File: config.mk
export PLATFORM = sky130hd
export DESIGN_NAME = sipo_frame_rx
export DESIGN_NICKNAME = d
export VERILOG_FILES = /design/src/rtl/serial_pkg.sv /design/src/rtl/sipo_out_reg.sv /design/src/rtl/sipo_frame_rx.sv
export SDC_FILE = /design/constraint.sdc
export NUM_CORES = 1
export LEC_CHECK = 0
export CAP_MARGIN = 5
export CORE_MARGIN = 10
export CORE_UTILIZATION = 45
export DETAILED_ROUTE_END_ITERATION = 6
export PLACE_DENSITY = 0.66
export SLEW_MARGIN = 25
export SYNTH_ARGS = -nofsm -noshare
export SYNTH_HDL_FRONTEND = slang
export SYNTH_SLANG_ARGS = --single-unit
File: constraint.sdc
create_clock -name clk -period 2 [get_ports clk]
set_input_delay 0.4 -clock clk [delete_from_list [all_inputs] [get_ports clk]]
set_output_delay 0.4 -clock clk [all_outputs]
set_load 0.05 [all_outputs]
File: src/rtl/serial_pkg.sv
// serial_pkg: shared FSM state type, default word width and counter-width helper.
package serial_pkg;
  typedef enum logic [1:0] {IDLE, SHIFT, PARITY} rx_state_t;
  localparam int DEFAULT_DATA_WIDTH = 8;
  function automatic int cnt_w(input int w);
    return $clog2(w + 1);
  endfunction
endpackage

File: src/rtl/sipo_out_reg.sv
// sipo_out_reg: single-entry valid/ready holding register with overrun pulse on dropped words.
module sipo_out_reg #(
  parameter int W = 8
) (
  input  logic         clk,
  input  logic         rstn,
  input  logic         load,
  input  logic [W-1:0] din,
  input  logic         perr_in,
  output logic [W-1:0] out_data,
  output logic         out_valid,
  input  logic         out_ready,
  output logic         parity_err,
  output logic         overrun
);
  logic accept;
  assign accept = load && (!out_valid || out_ready);
  always_ff @(posedge clk or negedge rstn) begin
    if (!rstn) begin
      out_data   <= '0;
      out_valid  <= 1'b0;
      parity_err <= 1'b0;
      overrun    <= 1'b0;
    end else begin
      overrun <= load && out_valid && !out_ready;
      if (accept) begin
        out_data   <= din;
        parity_err <= perr_in;
        out_valid  <= 1'b1;
      end else if (out_ready) begin
        out_valid <= 1'b0;
      end
    end
  end
endmodule

File: src/rtl/sipo_frame_rx.sv
// sipo_frame_rx: MSB-first serial frame receiver; SIPO_PARITY_EN adds a trailing even-parity bit.
module sipo_frame_rx
  import serial_pkg::*;
#(
  parameter int DATA_WIDTH = DEFAULT_DATA_WIDTH
) (
  input  logic                  clk,
  input  logic                  rstn,
  input  logic                  serial_in,
  input  logic                  bit_valid,
  input  logic                  frame_start,
  output logic [DATA_WIDTH-1:0] out_data,
  output logic                  out_valid,
  input  logic                  out_ready,
  output logic                  parity_err,
  output logic                  overrun
);
  localparam int CW = cnt_w(DATA_WIDTH);
  rx_state_t             state, state_n;
  logic [CW-1:0]         cnt, cnt_n;
  logic [DATA_WIDTH-1:0] shreg, shreg_n;
  logic                  done, perr;
  always_comb begin
    state_n = state;
    cnt_n   = cnt;
    shreg_n = shreg;
    done    = 1'b0;
    perr    = 1'b0;
    if (bit_valid) begin
      if (frame_start) begin
        shreg_n = {shreg[DATA_WIDTH-2:0], serial_in};
        cnt_n   = CW'(1);
        state_n = SHIFT;
      end else if (state == SHIFT) begin
        shreg_n = {shreg[DATA_WIDTH-2:0], serial_in};
        cnt_n   = cnt + CW'(1);
        if (cnt_n == CW'(DATA_WIDTH)) begin
`ifdef SIPO_PARITY_EN
          state_n = PARITY;
`else
          done    = 1'b1;
          state_n = IDLE;
          cnt_n   = '0;
`endif
        end
      end
`ifdef SIPO_PARITY_EN
      else if (state == PARITY) begin
        done    = 1'b1;
        perr    = ^{shreg, serial_in};
        state_n = IDLE;
        cnt_n   = '0;
      end
`endif
    end
  end
  always_ff @(posedge clk or negedge rstn) begin
    if (!rstn) begin
      state <= IDLE;
      cnt   <= '0;
      shreg <= '0;
    end else begin
      state <= state_n;
      cnt   <= cnt_n;
      shreg <= shreg_n;
    end
  end
  // shreg_n equals the completed word in both builds (PARITY does not shift)
  sipo_out_reg #(.W(DATA_WIDTH)) u_out (
    .clk        (clk),
    .rstn       (rstn),
    .load       (done),
    .din        (shreg_n),
    .perr_in    (perr),
    .out_data   (out_data),
    .out_valid  (out_valid),
    .out_ready  (out_ready),
    .parity_err (parity_err),
    .overrun    (overrun)
  );
endmodule
Word level (Yosys, flattened, before mapping). Cells that the tools add are included.

Register bits after elaboration: 24. Input port bits: 6. Output and inout bits: 11.

$add $sub $neg: 1. Equality and inequality tests: 2. Mux-type cells: 15. Reduce and logical (&&, ||, !) cells: 11.

Operators by type and width (number): 2-to-1 mux 8 bit (3); 2-to-1 mux 4 bit (3); 2-to-1 mux 1 bit (6); 2-to-1 mux 2 bit (3); nonzero test 2 bit (3); adder 4 x 1 -> 4 bit (second input constant) (1); == test 4 bit (second input constant) (1); logical AND 1 bit (3); AND reduction 3 bit (1); == test 2 x 1 -> 1 bit (second input constant) (1); zero test 1 bit (2); AND reduction 2 bit (1); logical OR 1 bit (1).

Longest topological paths before layout. Gate-level depths: netlist (run 1).

Depth in word-level cells: 8. Mapped depth: 5. Gate-level depth less buffers: 5.

Cells and area by module. A second synthesis (run 1) with hierarchy kept.

Cells, all modules: 79. Area total of the unflattened synthesis: 1064.8 µm².

Modules (own cells, without submodules): sipo_frame_rx (instances 1, cells each 54, area each 651.9 µm²); sipo_out_reg (instances 1, cells each 25, area each 412.9 µm²).

Worst setup path after synthesis (run 1). Ideal clock, no wire load.

Kind: reg2reg. Start: register cnt[0]. End: register u_out.out_data[0]. Arrival time: 1.491 ns. Required time: 1.875 ns. Setup slack: 0.385 ns. Stages on the path, launching flop included: 5. Path buffers: 0. Period minus slack after synthesis: 1.615 ns. Cells stage by stage: dfrtp_1 > ha_1 > and4bb_4 > o21ai_4 > mux2_2.

Cells in the longest elaborated chain, start to end: 7.

RTL lines: start, declared (RTL line sipo_frame_rx.sv:20) `logic [CW-1:0] cnt, cnt_n;`; start signal, assigned (RTL line sipo_frame_rx.sv:64) `cnt <= cnt_n;`; adder 4 x 1 -> 4 bit (RTL line sipo_frame_rx.sv:36) `cnt_n = cnt + CW'(1);`; == test 4 bit (RTL line sipo_frame_rx.sv:37) `if (cnt_n == CW'(DATA_WIDTH)) begin`; 2-to-1 mux 1 bit (RTL line sipo_frame_rx.sv:37); 2-to-1 mux 1 bit (RTL line sipo_frame_rx.sv:34) `end else if (state == SHIFT) begin`; 2-to-1 mux 1 bit (RTL line sipo_frame_rx.sv:30) `if (frame_start) begin`; 2-to-1 mux 1 bit (RTL line sipo_frame_rx.sv:29) `if (bit_valid) begin`; logical AND 1 bit (RTL line sipo_out_reg.sv:17) `assign accept = load && (!out_valid || out_ready);`; end signal, assigned (RTL line sipo_out_reg.sv:27) `out_data <= din;`; end, declared (RTL line sipo_out_reg.sv:10) `output logic [W-1:0] out_data,`.

Every way passes these cells. A chain may end at the register's enable or synchronous reset.

Worst setup path after layout (run 1).
Start: register u_out.out_data[4]. End: output out_data[4].

RTL lines: end, declared (RTL line sipo_frame_rx.sv:12) `output logic [DATA_WIDTH-1:0] out_data,`.

No word-level cell between the ends.

==> run summary, run 1 <==
Core area = 2230 um^2
Outcome = finished clean
Port buffer count = 15
Ys flop type = dfrtp_1
FMAX = 531 MHz
Most common cell after layout, fill and taps aside = dfrtp_1
P&R area growth vs syn = 21.6%
CTS tree = done
Layout cells sized above 1 = 30.4%
RSZ-0062 raised after global routing = false
Sink Count = 23
Pins Over Slew Limit = 0
Remaining antenna violation count = 0
Fin crit period = 1880 ps
First-pass GRT wire length = 3130 um
Global Route Usage Sum = 8.73%
Post-CTS resize count = 0
Static Leak = 0.579 nW
Placed Instances = 126
WP data arrival = 1480 ps
Commonest cells after routing, fill and taps aside = dfrtp_1, mux2_2, clkdlybuf4s50_1
N_diodes = 0
Post-CTS setup buffer count = 0
Vias/cell = 5.15
Maxcap violations = 0
Clock power frac = 15.8%
Post-CTS Hold Buffers = 0
Pint = 0.850 mW
Iter 0 DRT Violations = 17
Critical path startpoint category = flop
Clock Latency Late Sink = 300 ps
Crit-path slowest cell = clkdlybuf4s50_1
Critical-path cell list = clkdlybuf4s50_1
GPL Wtd Cong = 0.744
Post-route insts no fill = 130
CTS clock-pin slew for the worst setup and hold paths = 120 ps
Synth Cell Area = 1070 um^2
Combinational Power Share = 33.8%
Detailed Route WL = 1800 um
WHS = 439 ps
Simple-gate share of the synthesized area = 10.9%
Total gr overflow = 0
Area of the die = 4720 um^2
Syn avg cell area = 13.2 um^2
Synth area leaders = dfrtp_1, mux2_2, ha_1
Vias in the first global route = 692
Layout Utilization = 58.1%
Fill count = 193
Worst-margin pin slew = 505 ps
Cells after synthesis = 81
Worst Reg-to-Reg Cells = 4
Fin. Hold Viols = 0
Die H = 68.7 um
WL per Instance = 13.9 um
Buf+Inv Stages, Crit Path = 1
Crit end category = primary output
Reg power frac = 50.4%
Critical path's largest stage delay = 800 ps
Hpwl dp = 1380 um
DRC errors left = 0
Worst hold path type = input port to async pin
Power density cells = 995 nW/um^2
Worst IR Drop VDD = 0.631 mV
# IOs = 17
Max-Slew Margin vs Limit = 66.2%
Clk buf depth = 2
Worst EP required = 1600 ps
Switch Pwr = 0.441 mW
Reg2Reg Setup Slack = 160 ps
Sw Ratio = 34.2%
Final number of setup-violating endpoints = 0
Post-synthesis mux area share = 16.9%
Via count = 669
CP delay by family, top = buffers and inverters
FF+latch count, synth = 23
Setup CP Type = flop to primary output
Post-synthesis sequential area ratio = 53.9%
Starting Density = 47.8%
Post-synth EDFFs = 0
FFs w/ async S/R, synth = 100%
Crit Reg-Reg Startpoint = cnt[0]$_DFFE_PN0P_
FP Rows = 17
Die width = 68.7 um
Adder-cell share of the synthesized area = 2.34%
Top-area cell type share of the netlist area = 53.9%
Largest family of logic cells by synthesized area = multiplexers
Synth Area in Compound Gates = 11.8%
Largest net degree at the start of global routing = 24
Crit Reg-Reg Endpoint = u_out.out_data[4]$_DFFE_PN0P_
CTS root buf = clkbuf_4
DR pass1 iterations = 4
Netlist cell types = 32
Largest fanout on the critical path = 2
Fin nets = 111
Yosys warnings = 0
Post-synth top area cell = dfrtp_1
H-tree depth = 1
Final clock skew = 5.68 ps
Xor-xnor portion of the synthesized cell area = 0.821%
Period utilization = 94.1%
Total CTS buffers = 3
Initial antenna violation count = 0
TNS Setup = 0 ps
Syn Nets = 89
## flip-flops by register name, summed over array words and instances (netlist names)
register and cells:
u_out.out_valid 1, u_out.overrun 1, shreg 8, u_out.out_data 8, cnt 4, state 1
## cell usage after synthesis, types with 2 or more instances
cell type	instances
dfrtp_1	23
mux2_2	16
o21ai_0	4
inv_1	3
a22o_1	2
buf_4	2
ha_1	2
nand2_1	2
nand3_1	2
nand3b_1	2
nor2_1	2
## worst max-delay path by stage
stage	from	endpoint	slack [ps]	cells past startpoint
2_1_floorplan	cnt[0]$_DFFE_PN0P_	u_out.out_data[0]$_DFFE_PN0P_	380	4
3_3_place_gp	frame_start	u_out.out_data[2]$_DFFE_PN0P_	80	5
3_5_place_dp	frame_start	u_out.out_data[4]$_DFFE_PN0P_	50	5
4_1_cts	u_out.out_data[4]$_DFFE_PN0P_	out_data[4]	90	1
5_1_grt	u_out.out_data[3]$_DFFE_PN0P_	out_data[3]	30	1
6_report	u_out.out_data[4]$_DFFE_PN0P_	out_data[4]	120	1
## layout make-up
class	count	area, um^2	area share, %
repair buffers	20	188	14.5
clock inverters	1	5.00	0.386
well taps	28	35.0	2.70
inverters	3	11.3	0.868
flip-flops and latches	23	576	44.4
clock buffers	3	22.5	1.74
multi-input cells	52	460	35.5
## power by group through the flow
stage / Sequential [mW] / Combinational, mW / Clock (mW)
finish: 0.651 / 0.437 / 0.203
global route: 0.670 / 0.473 / 0.247
CTS: 0.653 / 0.444 / 0.216
detailed placement: 0.660 / 0.443 / 0
global placement: 0.660 / 0.433 / 0
floorplan: 0.757 / 0.205 / 0
## routing by layer
layer	GRT usage [%]	vias to the layer above	share of wire, %
li1	-	333	-
met4	3.69	0	1.6
met1	9.80	314	44
met3	4.83	5	9.0
met5	0	-	0
met2	13.5	17	45
## stage by stage
step	worst slack, ps	cell area [um^2]	power (mW)
2_1_floorplan	385	1070	0.962
3_3_place_gp	84.6	1270	1.09
3_5_place_dp	53.3	1270	1.10
4_1_cts	87.0	1300	1.31
5_1_grt	26.8	1300	1.39
6_report	118	1300	1.29
## cells by family (layout without fill, tap and decap cells)
kind of cell | count (synthesis) | count (layout)
AOI/OAI and AO/OA | 15 | 15
xor gates and xnor gates | 1 | 1
adders and majority gates | 2 | 2
buffers and inverters | 6 | 27
DFF | 23 | 23
muxes | 16 | 16
other | 1 | 1
and+or+nand+nor | 17 | 17
Power figures use the tool's default switching activity.
==> run 2, diff against run 1 <==
--- a/config.mk
+++ b/config.mk
@@ -6,10 +6,12 @@
 export NUM_CORES = 1
 export LEC_CHECK = 0
 export CAP_MARGIN = 5
+export CELL_PAD_IN_SITES_DETAIL_PLACEMENT = 2
+export CELL_PAD_IN_SITES_GLOBAL_PLACEMENT = 2
 export CORE_MARGIN = 10
-export CORE_UTILIZATION = 45
+export CORE_UTILIZATION = 35
 export DETAILED_ROUTE_END_ITERATION = 6
-export PLACE_DENSITY = 0.66
+export PLACE_DENSITY = 0.74
 export SLEW_MARGIN = 25
 export SYNTH_ARGS = -nofsm -noshare
 export SYNTH_HDL_FRONTEND = slang
==> run 2 against run 1 <==
Largest cell class unchanged. Wire length grew 33%. Count of clock-buffer cells in the layout grew 1. Critical endpoint is now out_data[0]. Non-clock buffer count grew 2. Largest power group unchanged. Critical path depth is the same. Via count grew 5.7%. Critical path type unchanged.
==> run summary, run 2 (synthesis gave the netlist of run 1 again) <==
Outcome = finished clean
WL per Instance = 17.8 um
Die H = 75.2 um
CTS root buf = clkbuf_4
Worst IR Drop VDD = 0.464 mV
Worst-margin pin slew = 516 ps
Fin crit period = 1890 ps
Hpwl dp = 1900 um
Via count = 707
Static Leak = 0.586 nW
Total CTS buffers = 3
Critical path's largest stage delay = 820 ps
Power density cells = 1010 nW/um^2
RSZ-0062 raised after global routing = false
CTS clock-pin slew for the worst setup and hold paths = 120 ps
Clk buf depth = 2
Final clock skew = 4.21 ps
DR pass1 iterations = 2
Fin nets = 113
Core area = 2830 um^2
Layout Utilization = 46.5%
Port buffer count = 15
Largest net degree at the start of global routing = 24
CP delay by family, top = buffers and inverters
WP data arrival = 1490 ps
Fin. Hold Viols = 0
First-pass GRT wire length = 4160 um
Die width = 75.2 um
Post-CTS setup buffer count = 0
Critical-path cell list = clkdlybuf4s50_1
P&R area growth vs syn = 23.2%
Maxcap violations = 0
Initial antenna violation count = 0
Fill count = 284
Setup CP Type = flop to primary output
TNS Setup = 0 ps
Remaining antenna violation count = 0
Largest fanout on the critical path = 2
DRC errors left = 0
Iter 0 DRT Violations = 17
Crit end category = primary output
Multi-input gate area = 460 um^2
Critical path startpoint category = flop
Sink Count = 23
Clock Latency Late Sink = 310 ps
CTS tree = done
Most common cell after layout, fill and taps aside = dfrtp_1
Area of the die = 5660 um^2
H-tree depth = 1
Total gr overflow = 0
Vias/cell = 5.24
Max-Slew Margin vs Limit = 65.5%
Post-CTS resize count = 0
# IOs = 17
Detailed Route WL = 2400 um
FP Rows = 19
Worst EP required = 1600 ps
Vias in the first global route = 824
Commonest cells after routing, fill and taps aside = dfrtp_1, mux2_2, clkdlybuf4s50_1
Largest regs = shreg x8, u_out.out_data x8, cnt x4
N_diodes = 0
Worst hold path type = input port to async pin
Layout cells sized above 1 = 30.8%
Buf+Inv Stages, Crit Path = 1
Post-CTS Hold Buffers = 0
Global Route Usage Sum = 9.52%
Reg area = 576 um^2
Starting Density = 37.7%
FMAX = 530 MHz
Pins Over Slew Limit = 0
Final number of setup-violating endpoints = 0
GPL Wtd Cong = 0.733
Period utilization = 94.4%
Crit-path slowest cell = clkdlybuf4s50_1
==> run 2: cell types whose count changed in the layout (fill, tap and decap cells not counted), sizes merged <==
cell / previous run / this run
clkbuf: 3 / 4
buf: 5 / 7
clkinv: 1 / 0
==> run 2: final cells by class <==
| type | instances | area share (%) |
|---|---|---|
| Tap cell | 31 | 2.95 |
| Clock buffer | 4 | 2.00 |
| Multi-Input combinational cell | 52 | 35.0 |
| Sequential cell | 23 | 43.8 |
| Inverter | 3 | 0.856 |
| Timing Repair Buffer | 22 | 15.4 |
==> run 2: worst paths after layout <==
| path | slack [ps] | to | cells after the start | start |
|---|---|---|---|---|
| setup reg to reg | 200 | u_out.out_data[3]$_DFFE_PN0P_ | 4 | cnt[1]$_DFFE_PN0P_ |
| setup / recovery | 110 | out_data[0] | 1 | u_out.out_data[0]$_DFFE_PN0P_ |
| hold reg to reg | 520 | u_out.out_data[4]$_DFFE_PN0P_ | 1 | u_out.out_data[4]$_DFFE_PN0P_ |
| hold / removal | 440 | u_out.overrun$_DFF_PN0_ | 2 | rstn |
| max in group asynchronous | 1330 | cnt[0]$_DFFE_PN0P_ | 2 | rstn |
| min in group clk | 520 | u_out.out_data[4]$_DFFE_PN0P_ | 1 | u_out.out_data[4]$_DFFE_PN0P_ |
==> run 2: layer usage <==
metal,global-route usage [%],vias to the layer above,wire length [um]
li1,-,332,-
met1,10.8,360,1010
met2,16.7,15,1230
met3,4.07,0,159
met4,1.24,0,0
met5,0,-,0
==> run 2: report_power, final <==
part / switching (mW) / internal [mW]
Combinational: 0.251 / 0.207
Clock: 0.132 / 0.0778
Sequential: 0.0792 / 0.575
Total: 0.462 / 0.859
==> run 2: metrics by stage <==
stage          setup WS [ps]  hold slack [ps]  power (mW)  cells  instance area [um^2]
4_1_cts                 77.3              440        1.34    135                  1320
5_1_grt                 43.6              448        1.41    135                  1320
3_5_place_dp         0.00333              498        1.13    131                  1290
3_3_place_gp            43.8              484        1.11    131                  1290
6_report                 113              436        1.32    135                  1320
2_1_floorplan            385              104       0.962     81                  1070
==> run 3, diff against run 2 <==
--- a/config.mk
+++ b/config.mk
@@ -12,6 +12,7 @@
 export CORE_UTILIZATION = 35
 export DETAILED_ROUTE_END_ITERATION = 6
 export PLACE_DENSITY = 0.74
+export REMOVE_ABC_BUFFERS = 1
 export SLEW_MARGIN = 25
 export SYNTH_ARGS = -nofsm -noshare
 export SYNTH_HDL_FRONTEND = slang
==> run 3 against run 2 <==
Clock power grew 2%. First-iteration DRC count grew 29%. Cell area shrank 0.48%. Critical path depth is the same. Die area is the same. Sequential power is essentially flat. Worst setup slack lost 9.1 ps. Count of clock-buffer cells in the layout shrank 1. Critical path type unchanged. Highest routed layer is now met4.
==> run summary, run 3 (synthesis gave the netlist of run 1 again) <==
Outcome = finished clean
N_diodes = 0
Worst EP required = 1600 ps
Fin crit period = 1900 ps
Core area = 2830 um^2
Crit-path slowest cell = clkdlybuf4s50_1
Worst IR Drop VDD = 0.536 mV
Placed cell area = 1280 um^2
Post-CTS Hold Buffers = 0
Buf+Inv Stages, Crit Path = 1
Commonest cells after routing, fill and taps aside = dfrtp_1, mux2_2, clkdlybuf4s50_1
Port buffer count = 15
Sink Count = 23
Starting Density = 37.7%
Largest fanout on the critical path = 2
Iter 0 DRT Violations = 22
Largest regs = shreg x8, u_out.out_data x8, cnt x4
Vias/cell = 5.27
Post-CTS setup buffer count = 0
H-tree depth = 1
Initial antenna violation count = 0
First-pass GRT wire length = 3860 um
Worst Reg-to-Reg Cells = 4
Critical path's largest stage delay = 810 ps
Worst-margin pin slew = 501 ps
Critical-path cell list = clkdlybuf4s50_1
FMAX = 527 MHz
Post-CTS resize count = 0
WP data arrival = 1500 ps
Worst hold path type = input port to async pin
CTS root buf = clkbuf_4
Clock Latency Late Sink = 310 ps
CTS tree = done
Static Leak = 0.583 nW
Total CTS buffers = 3
DR pass1 iterations = 3
Final number of setup-violating endpoints = 0
Total gr overflow = 0
Pins Over Slew Limit = 0
Layout cells sized above 1 = 31.1%
Crit Reg-Reg Endpoint = u_out.out_data[0]$_DFFE_PN0P_
Hpwl dp = 1810 um
Max-Slew Margin vs Limit = 66.5%
FP Rows = 19
RSZ-0062 raised after global routing = false
Die width = 75.2 um
Clk buf depth = 2
WL per Instance = 17.2 um
Remaining antenna violation count = 0
CTS clock-pin slew for the worst setup and hold paths = 130 ps
Fin area = 1310 um^2
P&R area growth vs syn = 22.6%
Setup CP Type = flop to primary output
# IOs = 17
Detailed Route WL = 2310 um
Reg2Reg Setup Slack = 140 ps
Period utilization = 94.8%
Power density cells = 1010 nW/um^2
Vias in the first global route = 764
Final clock skew = 11.1 ps
GPL Wtd Cong = 0.710
Critical path startpoint category = flop
Via count = 706
Crit end category = primary output
Most common cell after layout, fill and taps aside = dfrtp_1
Global Route Usage Sum = 8.90%
DRC errors left = 0
Area of the die = 5660 um^2
Fin nets = 112
Largest net degree at the start of global routing = 24
WHS = 427 ps
Critical Path Source = u_out.out_data[1]$_DFFE_PN0P_
CP delay by family, top = buffers and inverters
Crit Reg-Reg Startpoint = cnt[1]$_DFFE_PN0P_
Fin. Hold Viols = 0
Maxcap violations = 0
Die H = 75.2 um
run 3: metrics by stage:
step           setup WS [ps]  setup TNS [ps]  utilization [%]  total power, mW  cells
2_1_floorplan            385               0                -            0.956     78
3_3_place_gp           -24.4            -138             45.3             1.10    130
3_5_place_dp           -37.1            -206             45.3             1.13    130
4_1_cts                 82.1               0             46.3             1.35    134
5_1_grt                 36.8               0             46.3             1.42    134
6_report                 104               0             46.3             1.33    134
run 3: final cells by class:
type | count | area, um^2
Sequential cell | 23 | 576
Clock buffer | 3 | 22.5
Timing Repair Buffer | 21 | 195
Inverter | 3 | 11.3
Tap cell | 31 | 38.8
Multi-Input combinational cell | 52 | 460
Fill cell | 294 | 1520
Clock inverter | 1 | 5.00
run 3: worst max path at each step:
stage                                                to  slack [ps]  cells after the start
final                                       out_data[1]         100                      1
after CTS                                   out_data[1]          80                      1
after global placement    u_out.out_data[0]$_DFFE_PN0P_         -20                      4
after floorplan           u_out.out_data[0]$_DFFE_PN0P_         380                      4
after detailed placement  u_out.out_data[1]$_DFFE_PN0P_         -40                      4
after global routing      u_out.out_data[5]$_DFFE_PN0P_          40                      4
run 3: per-layer routing:
| layer | GRT usage, % | wire length [um] | vias to the layer above |
|---|---|---|---|
| li1 | - | - | 329 |
| met3 | 3.02 | 160 | 2 |
| met4 | 3.71 | 16 | 0 |
| met2 | 13.9 | 1090 | 12 |
| met5 | 0 | 0 | - |
| met1 | 11.0 | 1040 | 363 |
run 3: where the power goes:
group	switching (mW)	total (mW)	internal, mW
combinational	0.254	0.461	0.206
clock	0.141	0.215	0.0746
sequential	0.0763	0.651	0.575
total	0.471	1.33	0.856
